`src/rtl/input_debouncer_pkg.sv`:
```
// Shared types and limits for the pin debouncer.
// Latency: n/a (declarations only).
// Backpressure: n/a.
package debounce_pkg;

  typedef enum logic [1:0] {
    IDLE,
    WAIT_PRESS,
    PRESSED,
    WAIT_RELEASE
  } deb_state_t;

  // Below two cycles the count-compare degenerates, so smaller values are clamped.
  localparam int DEBOUNCE_CYCLES_MIN = 2;

endpackage

```
`src/rtl/input_debouncer_if.sv`:
```
// Pin-side bundle: raw button in, debounced level and strobes out.
// Latency: n/a (wiring only).
// Backpressure: none; all signals are free-running levels/strobes.
interface input_debouncer_if;

  logic button_raw;
  logic inputdata_ready;
  logic press_pulse;
  logic release_pulse;

  // Drives the pin and observes the conditioned outputs (board / bench side).
  modport master (
    output button_raw,
    input  inputdata_ready,
    input  press_pulse,
    input  release_pulse
  );

  // Conditioner side.
  modport slave (
    input  button_raw,
    output inputdata_ready,
    output press_pulse,
    output release_pulse
  );

endinterface

```
`src/rtl/input_debouncer_sync_2ff.sv`:
```
// 1-bit two-stage synchroniser for asynchronous pins, reset to a chosen idle level.
// Latency: 2 clk edges from pin to o_q.
// Backpressure: none.
module sync_2ff #(
  parameter logic RST_VAL = 1'b0
) (
  input  logic clk,
  input  logic reset,
  input  logic i_d,
  output logic o_q
);

  logic r_ff1;
  logic r_ff2;

  // Two back-to-back flops give the first stage a full cycle to resolve metastability.
  always_ff @(posedge clk) begin
    if (reset) begin
      r_ff1 <= RST_VAL;
      r_ff2 <= RST_VAL;
    end else begin
      r_ff1 <= i_d;
      r_ff2 <= r_ff1;
    end
  end

  assign o_q = r_ff2;

endmodule

```
`src/rtl/input_debouncer.sv`:
```
// Turns a bouncy async button pin into a clean pressed level plus press/release strobes.
// Latency: level changes DEBOUNCE_CYCLES+3 edges after a stable pin change (2 sync + count).
// Backpressure: none; strobes are single-cycle and not held for a consumer.
module input_debouncer
  import debounce_pkg::*;
#(
  parameter int DEBOUNCE_CYCLES = 1_000_000,
  parameter bit ACTIVE_LOW      = 1'b1
) (
  input  logic               clk,
  input  logic               reset,
  input_debouncer_if.slave   bus
);

  localparam int DEB_N = (DEBOUNCE_CYCLES < DEBOUNCE_CYCLES_MIN) ?
                         DEBOUNCE_CYCLES_MIN : DEBOUNCE_CYCLES;
  localparam int CW    = $clog2(DEB_N);
  localparam logic [CW-1:0] CNT_LAST = CW'(DEB_N - 1);

  logic          w_sync_raw;
  logic          w_s;
  deb_state_t    r_state;
  deb_state_t    w_state_nxt;
  logic [CW-1:0] r_cnt;
  logic [CW-1:0] w_cnt_nxt;
  logic          w_ready_nxt;
  logic          r_ready;
  logic          r_press;
  logic          r_release;

  // The raw pin is synchronised before any logic touches it; reset value is the
  // released pin level so the normalised signal starts at "not pressed".
  sync_2ff #(
    .RST_VAL (ACTIVE_LOW)
  ) u_sync (
    .clk   (clk),
    .reset (reset),
    .i_d   (bus.button_raw),
    .o_q   (w_sync_raw)
  );

  assign w_s = w_sync_raw ^ ACTIVE_LOW;

  // Next-state and counter: a change is accepted only after DEB_N consecutive
  // agreeing samples in a WAIT state; any disagreement drops straight back.
  always_comb begin
    w_state_nxt = r_state;
    w_cnt_nxt   = r_cnt;
    case (r_state)
      IDLE: begin
        if (w_s) begin
          w_state_nxt = WAIT_PRESS;
          w_cnt_nxt   = '0;
        end
      end
      WAIT_PRESS: begin
        if (!w_s) begin
          w_state_nxt = IDLE;
          w_cnt_nxt   = '0;
        end else if (r_cnt == CNT_LAST) begin
          w_state_nxt = PRESSED;
          w_cnt_nxt   = '0;
        end else begin
          w_cnt_nxt   = r_cnt + 1'b1;
        end
      end
      PRESSED: begin
        if (!w_s) begin
          w_state_nxt = WAIT_RELEASE;
          w_cnt_nxt   = '0;
        end
      end
      WAIT_RELEASE: begin
        if (w_s) begin
          w_state_nxt = PRESSED;
          w_cnt_nxt   = '0;
        end else if (r_cnt == CNT_LAST) begin
          w_state_nxt = IDLE;
          w_cnt_nxt   = '0;
        end else begin
          w_cnt_nxt   = r_cnt + 1'b1;
        end
      end
      default: begin
        w_state_nxt = IDLE;
        w_cnt_nxt   = '0;
      end
    endcase
  end

  assign w_ready_nxt = (w_state_nxt == PRESSED) || (w_state_nxt == WAIT_RELEASE);

  // State and count register; the count never exceeds CNT_LAST so it cannot wrap.
  always_ff @(posedge clk) begin
    if (reset) begin
      r_state <= IDLE;
      r_cnt   <= '0;
    end else begin
      r_state <= w_state_nxt;
      r_cnt   <= w_cnt_nxt;
    end
  end

  // Registered level and edge strobes, all updated on the same edge as the state.
  always_ff @(posedge clk) begin
    if (reset) begin
      r_ready   <= 1'b0;
      r_press   <= 1'b0;
      r_release <= 1'b0;
    end else begin
      r_ready   <= w_ready_nxt;
      r_press   <= w_ready_nxt & ~r_ready;
      r_release <= ~w_ready_nxt & r_ready;
    end
  end

  assign bus.inputdata_ready = r_ready;
  assign bus.press_pulse     = r_press;
  assign bus.release_pulse   = r_release;

endmodule

```
`src/flat_wrapper.sv`:
```
// flat-port wrapper written by rule: the top's interface ports become plain ports
module input_debouncer_flat import debounce_pkg::*;
#(
  parameter int DEBOUNCE_CYCLES = 1_000_000,
  parameter bit ACTIVE_LOW      = 1'b1
)
  (clk, reset, bus_button_raw, bus_inputdata_ready, bus_press_pulse, bus_release_pulse);
  input_debouncer_if bus_i ();
  input  logic clk;
  input  logic reset;
  input wire logic [$bits(bus_i.button_raw)-1:0] bus_button_raw;
  output wire logic [$bits(bus_i.inputdata_ready)-1:0] bus_inputdata_ready;
  output wire logic [$bits(bus_i.press_pulse)-1:0] bus_press_pulse;
  output wire logic [$bits(bus_i.release_pulse)-1:0] bus_release_pulse;
  assign bus_i.button_raw = bus_button_raw;
  assign bus_inputdata_ready = bus_i.inputdata_ready;
  assign bus_press_pulse = bus_i.press_pulse;
  assign bus_release_pulse = bus_i.release_pulse;
  input_debouncer #(.DEBOUNCE_CYCLES(DEBOUNCE_CYCLES), .ACTIVE_LOW(ACTIVE_LOW)) u_core (.clk(clk), .reset(reset), .bus(bus_i));
endmodule
```
`config.mk`:
```
export PLATFORM = sky130hd
export DESIGN_NAME = input_debouncer_flat
export DESIGN_NICKNAME = d
export VERILOG_FILES = /design/src/rtl/input_debouncer_pkg.sv /design/src/rtl/input_debouncer_if.sv /design/src/rtl/input_debouncer_sync_2ff.sv /design/src/rtl/input_debouncer.sv /design/src/flat_wrapper.sv
export SDC_FILE = /design/constraint.sdc
export NUM_CORES = 1
export LEC_CHECK = 0
export BUFFER_PORTS_ARGS = -buffer_cell sky130_fd_sc_hd__buf_2
export CAP_MARGIN = 15
export CORE_ASPECT_RATIO = 0.7
export CORE_MARGIN = 2
export CORE_UTILIZATION = 34
export DETAILED_ROUTE_END_ITERATION = 8
export GPL_TIMING_DRIVEN = 0
export SYNTH_ARGS = -nofsm -noshare
export SYNTH_HDL_FRONTEND = slang
export SYNTH_SLANG_ARGS = --single-unit
```
`constraint.sdc`:
```
create_clock -name clk -period 4.81 [get_ports clk]
set_clock_uncertainty 0.1 [all_clocks]
set_input_delay 0.481 -clock clk [delete_from_list [all_inputs] [get_ports clk]]
set_output_delay 0.481 -clock clk [all_outputs]
set_load 0.01 [all_outputs]
```
# --- Word-level counts from Yosys, hierarchy flattened ---
# Index checks and enable logic that the tools add are counted.
classes:
  magnitude_cmp: 0
  n_reduce_logical: 3
  bitwise: 4
  addsub: 1
  n_eq_ne: 8
  div_mod_pow: 0
  n_mux: 13
  n_shift: 0
  mul: 0
op_table:
  columns: ["cell", "count"]
  rows:
  - ["20-bit 2-to-1 mux", 5]
  - ["20-bit case mux with 4 select lines", 1]
  - ["20-bit by 1-bit adder with 20-bit output (second input constant)", 1]
  - ["20-bit equality test (second input constant)", 1]
  - ["2-bit 2-to-1 mux", 6]
  - ["2-bit equality test (second input constant)", 4]
  - ["2-bit case mux with 4 select lines", 1]
  - ["2-bit inequality test (second input constant)", 2]
  - ["1-bit AND", 2]
  - ["2-bit by 1-bit equality test with 1-bit output (second input constant)", 1]
  - ["2-bit zero test", 1]
  - ["1-bit inverter", 2]
  - ["2-bit AND reduction", 1]
  - ["1-bit logical OR", 1]
totals:
  ram_bits: 0
  mem_count: 0
  out_inout_bits: 3
  ff_bits: 27
  latch_bits: 0
  rom_bits: 0
  input_bits: 3

# --- Depth between registers and ports, before layout ---
# Gate-level depths: netlist (run 1).
depth:
  word_depth: 8
  mapped_depth: 8

# --- Modules after synthesis ---
# A second synthesis (run 1) with hierarchy kept.
unflattened:
  hier_cells: 147
  area_unflattened_um2: 1290.0
modules_own_cells:
  columns: ["mod", "seq_area_each_um2", "cells_each", "n_inst", "area_per_inst_um2"]
  rows:
  - ["input_debouncer", 500.5, 143, 1, 1237.4]
  - ["sync_2ff", 40.0, 4, 1, 52.6]

# --- Least setup slack after synthesis (run 1) ---
# Ideal clock, no wire load.
synth_path:
  path_kind: "register to register"
  startpoint: "register u_core.r_cnt[0]"
  endpoint: "register u_core.r_cnt[9]"
  arrival_time_ns: 1.522
  slack_ns: 3.071
  path_buffers: 2
  path_stages_with_launch: 8
  path_cell_list: "dfxtp_1 > ha_1 > nand3_1 > nor2_1 > a31oi_2 > buf_6 > buf_6 > a22o_1"
synth_between:
  elab_chain_cells: 4
synth_rtl:
  columns: ["item", "line", "rtl"]
  rows:
  - ["start, declared", "input_debouncer.sv:24", "logic [CW-1:0] r_cnt;"]
  - ["start signal, assigned", "input_debouncer.sv:100", "r_cnt <= w_cnt_nxt;"]
  - ["20-bit by 1-bit adder with 20-bit output / 20-bit equality test (equally long branches)", null, null]
  - ["20-bit 2-to-1 mux (*)", "input_debouncer.sv:60, input_debouncer.sv:77", null]
  - ["20-bit 2-to-1 mux (on tied branches)", "input_debouncer.sv:74, input_debouncer.sv:57", null]
  - ["20-bit case mux with 4 select lines (*)", "input_debouncer.sv:49", "case (r_state)"]
# Mark *: on every way between the ends. The rest lies on a longest branch, timed or not.
# A chain may end at the register's enable or synchronous reset.

# --- Final worst setup path (run 1) ---
layout_path:
  startpoint: "register u_core.r_cnt[0]"
  endpoint: "register u_core.r_cnt[7]"
# The elaborated chain is that of the path after synthesis.

==> results.cfg, run 1 <==
[outcome]
outcome = completed

[synth]
synth.area.top_cells = dfxtp_1 41%, a31oi_1 4.7%, nand3_1 4.5%
postSynthRegisterBits = 27
synth_top_area_cell = dfxtp_1
avgSynthCellArea_um2 = 8.893
netlist.area_leader.share_pct = 40.79
synth_fp_nets = 153
syn_area_um2 = 1325
ys_types = 37
syn_inst = 149
yosys_warnings = 0
synth-seq-area-share_pct = 40.79

[floorplan]
num_rows = 18
die_w_um = 78.62
dieArea_um2 = 4421
pin_count = 6
initial_core_util_pct = 36.54
core_um2 = 3626
die_height_um = 56.23

[min_path]
min_path_type = primary input to flop

[global_routing]
grt_max_degree = 16
grt_pass1_wl_um = 4685
grt-ovfl-total = 0
antenna_found_initial = 0
grt_pass1_vias = 987
track_usage_pct = 13.52

[cells_and_area]
nFillCells = 362
fin_nets = 163
layout_common_cells = 27 x dfxtp_1, 15 x nand2_1, 13 x nor2_1
area_growth_pct = 10.10
final_area_um2 = 1459
final_common_cell = dfxtp_1
antennaDiodeCount = 0
drive_gt1_share_pct = 13.29

[sta]
relSlewSlack_pct = 29.01
final.min_clock_period_ns = 2.083
setup_violations = 0
worstMarginPinSlew_ns = 1.057
hold_ws_ns = 0.2923
fin_tns_setup_ns = 0
fin_ws_ns = 2.727
timing.final.max_slew_violations = 0
rsz0062_at_grt = false
fmax_mhz = 480.0
post-route-period-util_pct = 43.31
timing_hold_violations_final = 0

[cts]
cts_buffers = 3
cts_hold_buf = 0
cts_tree = done
clkSinkCount = 27
root_buffer = clkbuf_8
clk_path_buf_depth = 2
clk_latency_ns = 0.27
clk_pin_slew_ns = 0.09
h-tree-depth = 1
post-cts-setup-buffers = 0
cts_resized = 0

[routing]
viasPerCell = 5.486
ant_nets = 0
drt-wirelength-per-cell_um = 13.71
first_iter_violations = 41
dr.pass1.iters = 4
vias = 1141
wl_um = 2852
drc = 0

[worst_setup_path]
critPathRequiredTime_ns = 4.88
arrival_ns = 2.15
worst-setup-path-type = flop to flop
cp-end-kind = flop
critPathMaxFanout = 10
startpoint_type = flop

[placed_design]
port_buffers = 5
dp_worst_setup_slack_ns = 2.764
gp_congestion = 0.7875
hpwl_um = 2143
placed_cell_area_um2 = 1413

[power_and_ir_drop]
p_leak_nw = 0.5323
fin_total_pwr_mw = 0.3678
irDropWorstVdd_mv = 0.1556
p_per_area_nw_per_um2 = 252.1

[flow_run]
drv_cap = 0
-- cell type report --
class / instances / area (µm²) / area share, %
plain buffers: 6 / 46.29 / 3.173
clock buffers: 3 / 41.29 / 2.830
clock inverters: 1 / 5.005 / 0.3431
inverters: 2 / 7.507 / 0.5146
multi-input cells: 114 / 730.7 / 50.09
flip-flops and latches: 27 / 540.5 / 37.05
well taps: 50 / 62.56 / 4.288
repair buffers: 5 / 25.02 / 1.715
-- sequential cells by signal (all words and copies together) (netlist names) --
signal,flops
u_core.u_sync.o_q,1
u_core.r_cnt,20
u_core.bus.press_pulse,1
u_core.bus.release_pulse,1
u_core.r_state,2
u_core.u_sync.r_ff1,1
u_core.bus.inputdata_ready,1
-- through the flow --
stage	instances	util (%)
floorplan	149	-
global placement	204	38.96
detailed placement	204	38.96
CTS	208	40.23
global route	208	40.23
finish	208	40.23
-- worst max-delay path: stages, from the launching register on --
cell and delay (ns):
dfxtp_1 0.41, ha_1 0.22, nand3_1 0.19, nor2_1 0.27
a31oi_2 0.22, buf_6 0.20, buf_6 0.14, a21oi_1 0.13
mux2i_1 0.09
-- metal layers --
metal	up-vias	GRT usage [%]	wire, µm
li1	573	-	-
met1	546	19.39	1507
met2	18	19.90	1214
met4	0	3.008	25
met3	4	3.896	105
met5	-	0	0
-- cell usage after synthesis --
library cell   n
a22oi_1        2
a31oi_2        1
nor4_2         1
nand4bb_1      1
or3_1          2
ha_1           1
buf_2          1
or2_2          2
or2b_1         3
nand3_1       12
a21oi_1        7
mux2i_1        4
a31oi_1       10
clkbuf_1       1
nor2_2         1
nand4_1        5
and3b_1        2
or3b_1         1
a22o_1         5
nor4_4         1
nand2_1       15
dfxtp_1       27
nor2_1        13
buf_6          3
a21o_1         3
nand3b_1       2
nor3_2         1
inv_1          2
and3_1         4
and4_1         2
buf_1          1
xnor2_2        1
o21ai_0        2
a41oi_1        3
nor3_1         4
xnor2_1        2
o21bai_1       1
-- where the power goes --
part / total [mW] / switching (mW) / leakage, nW / internal [mW]
Combinational: 0.0134 / 0.00813 / 0.289 / 0.00524
Sequential: 0.225 / 0.000849 / 0.218 / 0.224
Clock: 0.129 / 0.0711 / 0.0255 / 0.0581
Total: 0.368 / 0.0801 / 0.532 / 0.288
-- worst paths after layout --
| kind | start | endpoint | slack, ns | depth (start not counted) |
|---|---|---|---|---|
| setup / recovery | u_core.r_cnt[0]$_SDFFE_PP0P_ | u_core.r_cnt[7]$_SDFFE_PP0P_ | 2.73 | 8 |
| hold / removal | bus_button_raw | u_core.u_sync.r_ff1$_SDFF_PP1_ | 0.29 | 2 |
| setup reg to reg | u_core.r_cnt[0]$_SDFFE_PP0P_ | u_core.r_cnt[7]$_SDFFE_PP0P_ | 2.73 | 8 |
| hold reg to reg | u_core.u_sync.r_ff1$_SDFF_PP1_ | u_core.u_sync.o_q$_SDFF_PP1_ | 0.34 | 1 |
-- cell families after synthesis --
group / after synthesis / synth area share (%)
xor gates and xnor gates: 3 / 2.550
and+or+nand+nor: 72 / 30.88
muxes: 4 / 3.022
DFF: 27 / 40.79
adders and majority gates: 1 / 0.9441
AOI/OAI and AO/OA: 34 / 17.75
buffers and inverters: 8 / 4.060
No activity file was read; power rests on OpenSTA's default activity.
==> run 2: changes to the inputs <==
==> constraint.sdc (replaced) <==
create_clock -name clk -period 1.99 [get_ports clk]
set_clock_uncertainty 0.1 [all_clocks]
set_input_delay 0.199 -clock clk [delete_from_list [all_inputs] [get_ports clk]]
set_output_delay 0.199 -clock clk [all_outputs]
set_load 0.01 [all_outputs]
==> results.cfg, run 2 (same netlist as run 1, synthesis figures left out) <==
[worst_setup_path]
slowest_delay_ns = 0.44
arrival_ns = 1.93
slowest_stage = or3_1
cp-end-kind = flop
worst_path_most_repeated_cell = buf_6
crit_buf_inv = 2
startpoint_type = flop
worst-setup-path-type = flop to flop
critPathRequiredTime_ns = 2.06
crit_chain = or3_1 -> nor3_4 -> a31oi_4 -> buf_6 -> buf_6 -> a21oi_1 -> mux2i_1
critical_path.top_delay_family = simple AND/OR/NAND/NOR gates
critPathMaxFanout = 10

[global_routing]
met3_usage_pct = 3.896
grt_busiest_layer = met2
track_usage_pct = 13.65
grt_pass1_wl_um = 4740
grt_util_met1_pct = 19.39
met2_usage_pct = 20.39
antenna_found_initial = 0
grt-ovfl-total = 0
grt_pass1_vias = 1004
grt_max_degree = 16

[sta]
timing.final.max_slew_violations = 0
post-route-period-util_pct = 93.85
setup_violations = 0
final.min_clock_period_ns = 1.868
fmax_mhz = 535.4
rsz0062_at_grt = true
fin_tns_setup_ns = 0
timing_hold_violations_final = 0
worstMarginPinSlew_ns = 0.6190
relSlewSlack_pct = 58.51

[cts]
cts_buffers = 3
clk_pin_slew_ns = 0.09
cts_hold_buf = 0
h-tree-depth = 1
root_buffer = clkbuf_8
cts_tree = done
clkSinkCount = 27
clk_path_buf_depth = 2
clk_latency_ns = 0.27

[cells_and_area]
drive_gt1_share_pct = 17.61
top_regs = u_core.r_cnt (20), u_core.r_state (2)
largest_reg_flops = 20
nFillCells = 360
top_register = u_core.r_cnt
final_common_cell = dfxtp_1
fin_nets = 164
layout_common_cells = 25 x dfxtp_1, 15 x nand2_1, 12 x nor2_1
final_area_um2 = 1520
antennaDiodeCount = 0
area_growth_pct = 14.73

[outcome]
outcome = completed

[placed_design]
port_buffers = 5
placed_cell_area_um2 = 1413
gp_congestion = 0.7875
hpwl_um = 2143

[routing]
ant_nets = 0
wl_um = 2846
vias = 1141
drc = 0
viasPerCell = 5.459
first_iter_violations = 54
dr.pass1.iters = 4
drt-wirelength-per-cell_um = 13.62

[floorplan]
dieArea_um2 = 4421
die_w_um = 78.62
core_um2 = 3626
die_height_um = 56.23
num_rows = 18
initial_core_util_pct = 36.54
pin_count = 6

[power_and_ir_drop]
p_leak_nw = 0.5577
irDropWorstVdd_mv = 0.4044
p_per_area_nw_per_um2 = 585.8

[min_path]
min_path_type = primary input to flop

[flow_run]
drv_cap = 0
## run 2: cell count changes in the layout (fill, tap and decap cells not counted), moves of 2 or more
| cell | previous run | this run |
|---|---|---|
| nor3_1 | 4 | 2 |
| nor2_4 | 0 | 2 |
| dfxtp_2 | 0 | 2 |
| dfxtp_1 | 27 | 25 |
## run 2: path summary, 6_finish.rpt
kind / endpoint / slack, ns / startpoint / cells past startpoint
worst max-delay path: u_core.r_cnt[8]$_SDFFE_PP0P_ / 0.12 / u_core.r_cnt[8]$_SDFFE_PP0P_ / 7
worst min register to register: u_core.u_sync.o_q$_SDFF_PP1_ / 0.34 / u_core.u_sync.r_ff1$_SDFF_PP1_ / 1
worst max register to register: u_core.r_cnt[8]$_SDFFE_PP0P_ / 0.12 / u_core.r_cnt[8]$_SDFFE_PP0P_ / 7
worst min-delay path: u_core.u_sync.r_ff1$_SDFF_PP1_ / 0.01 / bus_button_raw / 2
## run 2: layout make-up
class,instances,area (µm²),area share [%]
multi-input combinational,114,782.0,51.44
sequential,27,543.0,35.72
tap,50,62.56,4.115
buffer,6,46.29,3.045
clock buffer,3,41.29,2.716
timing repair buffer,6,32.53,2.140
inverter,2,7.507,0.4938
clock inverter,1,5.005,0.3292
## run 2: what timing repair did
item	4_1_cts	5_1_grt
setup endpoints to repair	18	18
hold endpoints to repair	0	0
pin swaps	1	0
setup buffers	1	0
gates resized for setup	3	8
## run 2: where the power goes
part,total [mW],switching (mW),internal (mW)
logic,0.0326,0.0197,0.0129
registers,0.545,0.00214,0.542
clock network,0.313,0.173,0.141
total,0.890,0.195,0.696
## run 2: stage by stage
step | cells | hold slack, ns | power (mW) | setup slack (ns) | utilization, %
after floorplan | 149 | 0.2028 | 0.5791 | 0.2510 | -
final | 209 | 0.01417 | 0.8905 | 0.1224 | 41.93
after detailed placement | 204 | 0.3011 | 0.5893 | -0.05551 | 38.96
after global placement | 204 | 0.2816 | 0.5877 | -0.03313 | 38.96
after global routing | 209 | 0.01357 | 0.9243 | -0.0003790 | 41.93
after CTS | 209 | 0.009348 | 0.8977 | 0.05788 | 40.79
## run 2: layer usage
| layer | part of all wire, % | routed length (µm) |
|---|---|---|
| met2 | 44 | 1244 |
| met3 | 4.3 | 121 |
| met4 | 0.88 | 25 |
| met1 | 51 | 1455 |
| met5 | 0 | 0 |
==> run 3: changes to the inputs <==
--- a/config.mk
+++ b/config.mk
@@ -9,9 +9,10 @@
 export CAP_MARGIN = 15
 export CORE_ASPECT_RATIO = 0.7
 export CORE_MARGIN = 2
-export CORE_UTILIZATION = 34
+export CORE_UTILIZATION = 55
 export DETAILED_ROUTE_END_ITERATION = 8
 export GPL_TIMING_DRIVEN = 0
+export PLACE_DENSITY = 0.72
 export SYNTH_ARGS = -nofsm -noshare
 export SYNTH_HDL_FRONTEND = slang
 export SYNTH_SLANG_ARGS = --single-unit
==> results.cfg, run 3 (same netlist as run 1, synthesis figures left out) <==
[sta]
fin_ws_ns = 0.09221
fmax_mhz = 526.9
final.min_clock_period_ns = 1.898
worstMarginPinSlew_ns = 1.053
fin_tns_setup_ns = 0
relSlewSlack_pct = 29.28
setup_violations = 0
timing_hold_violations_final = 0
timing.final.max_slew_violations = 0
post-route-period-util_pct = 95.37

[outcome]
outcome = completed

[global_routing]
track_usage_pct = 22.51
antenna_found_initial = 0
grt_pass1_wl_um = 4905
grt_max_degree = 15
grt_pass1_vias = 1073
grt-ovfl-total = 0

[cells_and_area]
regArea_um2 = 543.0
layout_common_cells = 25 x dfxtp_1, 15 x nand2_1, 12 x nor2_1
area_growth_pct = 12.65
final_common_cell = dfxtp_1
final_area_um2 = 1493
top_register = u_core.r_cnt
multi_input_area_um2 = 779.5
stdcell_count = 193
nFillCells = 198
largest_reg_flops = 20
top_regs = u_core.r_cnt (20), u_core.r_state (2)
fin_nets = 166
drive_gt1_share_pct = 17.39
antennaDiodeCount = 0

[placed_design]
port_buffers = 5
hpwl_um = 2057
placed_cells = 186
gp_congestion = 0.8183
placed_cell_area_um2 = 1390
dp_worst_setup_slack_ns = -0.05658

[worst_setup_path]
cp-end-kind = flop
crit_start = u_core.r_cnt[8]$_SDFFE_PP0P_
startpoint_type = flop
arrival_ns = 2.02
worst-setup-path-type = flop to flop
critPathRequiredTime_ns = 2.11
critPathMaxFanout = 10
timing.rr.start = u_core.r_cnt[8]$_SDFFE_PP0P_

[cts]
h-tree-depth = 1
clk_latency_ns = 0.32
root_buffer = clkbuf_4
clkSinkCount = 27
cts_buffers = 3
cts_tree = done
clk_path_buf_depth = 2
clk_pin_slew_ns = 0.14

[min_path]
min_path_type = primary input to flop
min_from = reset

[flow_run]
drv_cap = 0

[routing]
drt-wirelength-per-cell_um = 14.68
dr.pass1.iters = 4
wl_um = 2834
drc = 0
vias = 1158
first_iter_violations = 89
viasPerCell = 6.000
ant_nets = 0

[floorplan]
dieArea_um2 = 2824
core_um2 = 2207
initial_core_util_pct = 60.03
pin_count = 6
die_w_um = 62.67
num_rows = 14
die_height_um = 45.07

[power_and_ir_drop]
fin_total_pwr_mw = 0.8141
p_per_area_nw_per_um2 = 545.4
irDropWorstVdd_mv = 0.4309
p_leak_nw = 0.5315
[run 3: final timing paths]
kind	end	slack, ns	cells after the start
max	u_core.r_cnt[7]$_SDFFE_PP0P_	0.09	7
min	u_core.r_cnt[10]$_SDFFE_PP0P_	0.25	4
max reg2reg	u_core.r_cnt[7]$_SDFFE_PP0P_	0.09	7
min reg2reg	u_core.u_sync.o_q$_SDFF_PP1_	0.32	1
[run 3: critical path, stage by stage, from the launching register on]
cell,delay (ns)
dfxtp_1,0.38
or3_1,0.43
nor3_2,0.19
a31oi_4,0.15
buf_6,0.18
buf_6,0.14
a21oi_1,0.12
mux2i_1,0.10
[run 3: what timing repair did]
item / CTS / global route
buffers inserted: 1 / 1
gates resized for setup: 3 / 8
pin swaps: 1 / 0
hold buffers: 1 / 0
gates cloned: 0 / 0
endpoints found under the hold margin: 1 / 0
setup endpoints to repair: 14 / 21
[run 3: layout make-up]
type	count	share of cell area, %
inverter	2	0.5029
multi-input combinational	114	52.22
timing repair buffer	8	3.353
sequential	27	36.38
tap	32	2.682
buffer	6	3.101
clock buffer	4	1.760
[run 3: routing by layer]
metal	up-vias	routed length, µm	global-route usage [%]
li1	577	-	-
met3	4	123	5.237
met2	25	1270	37.85
met4	0	31	6.222
met5	-	0	0
met1	552	1408	29.89
[run 3: report_power, final]
part	total (mW)	internal (mW)	switching [mW]
combinational	0.0338	0.0140	0.0198
sequential	0.545	0.543	0.00181
clock	0.235	0.0785	0.157
total	0.814	0.636	0.178
[run 3: metrics by stage]
stage,utilization [%],hold slack [ns]
floorplan,-,0.2028
global placement,62.98,0.2815
detailed placement,62.98,0.2922
CTS,65.53,0.2297
global route,67.63,0.2936
finish,67.63,0.2483
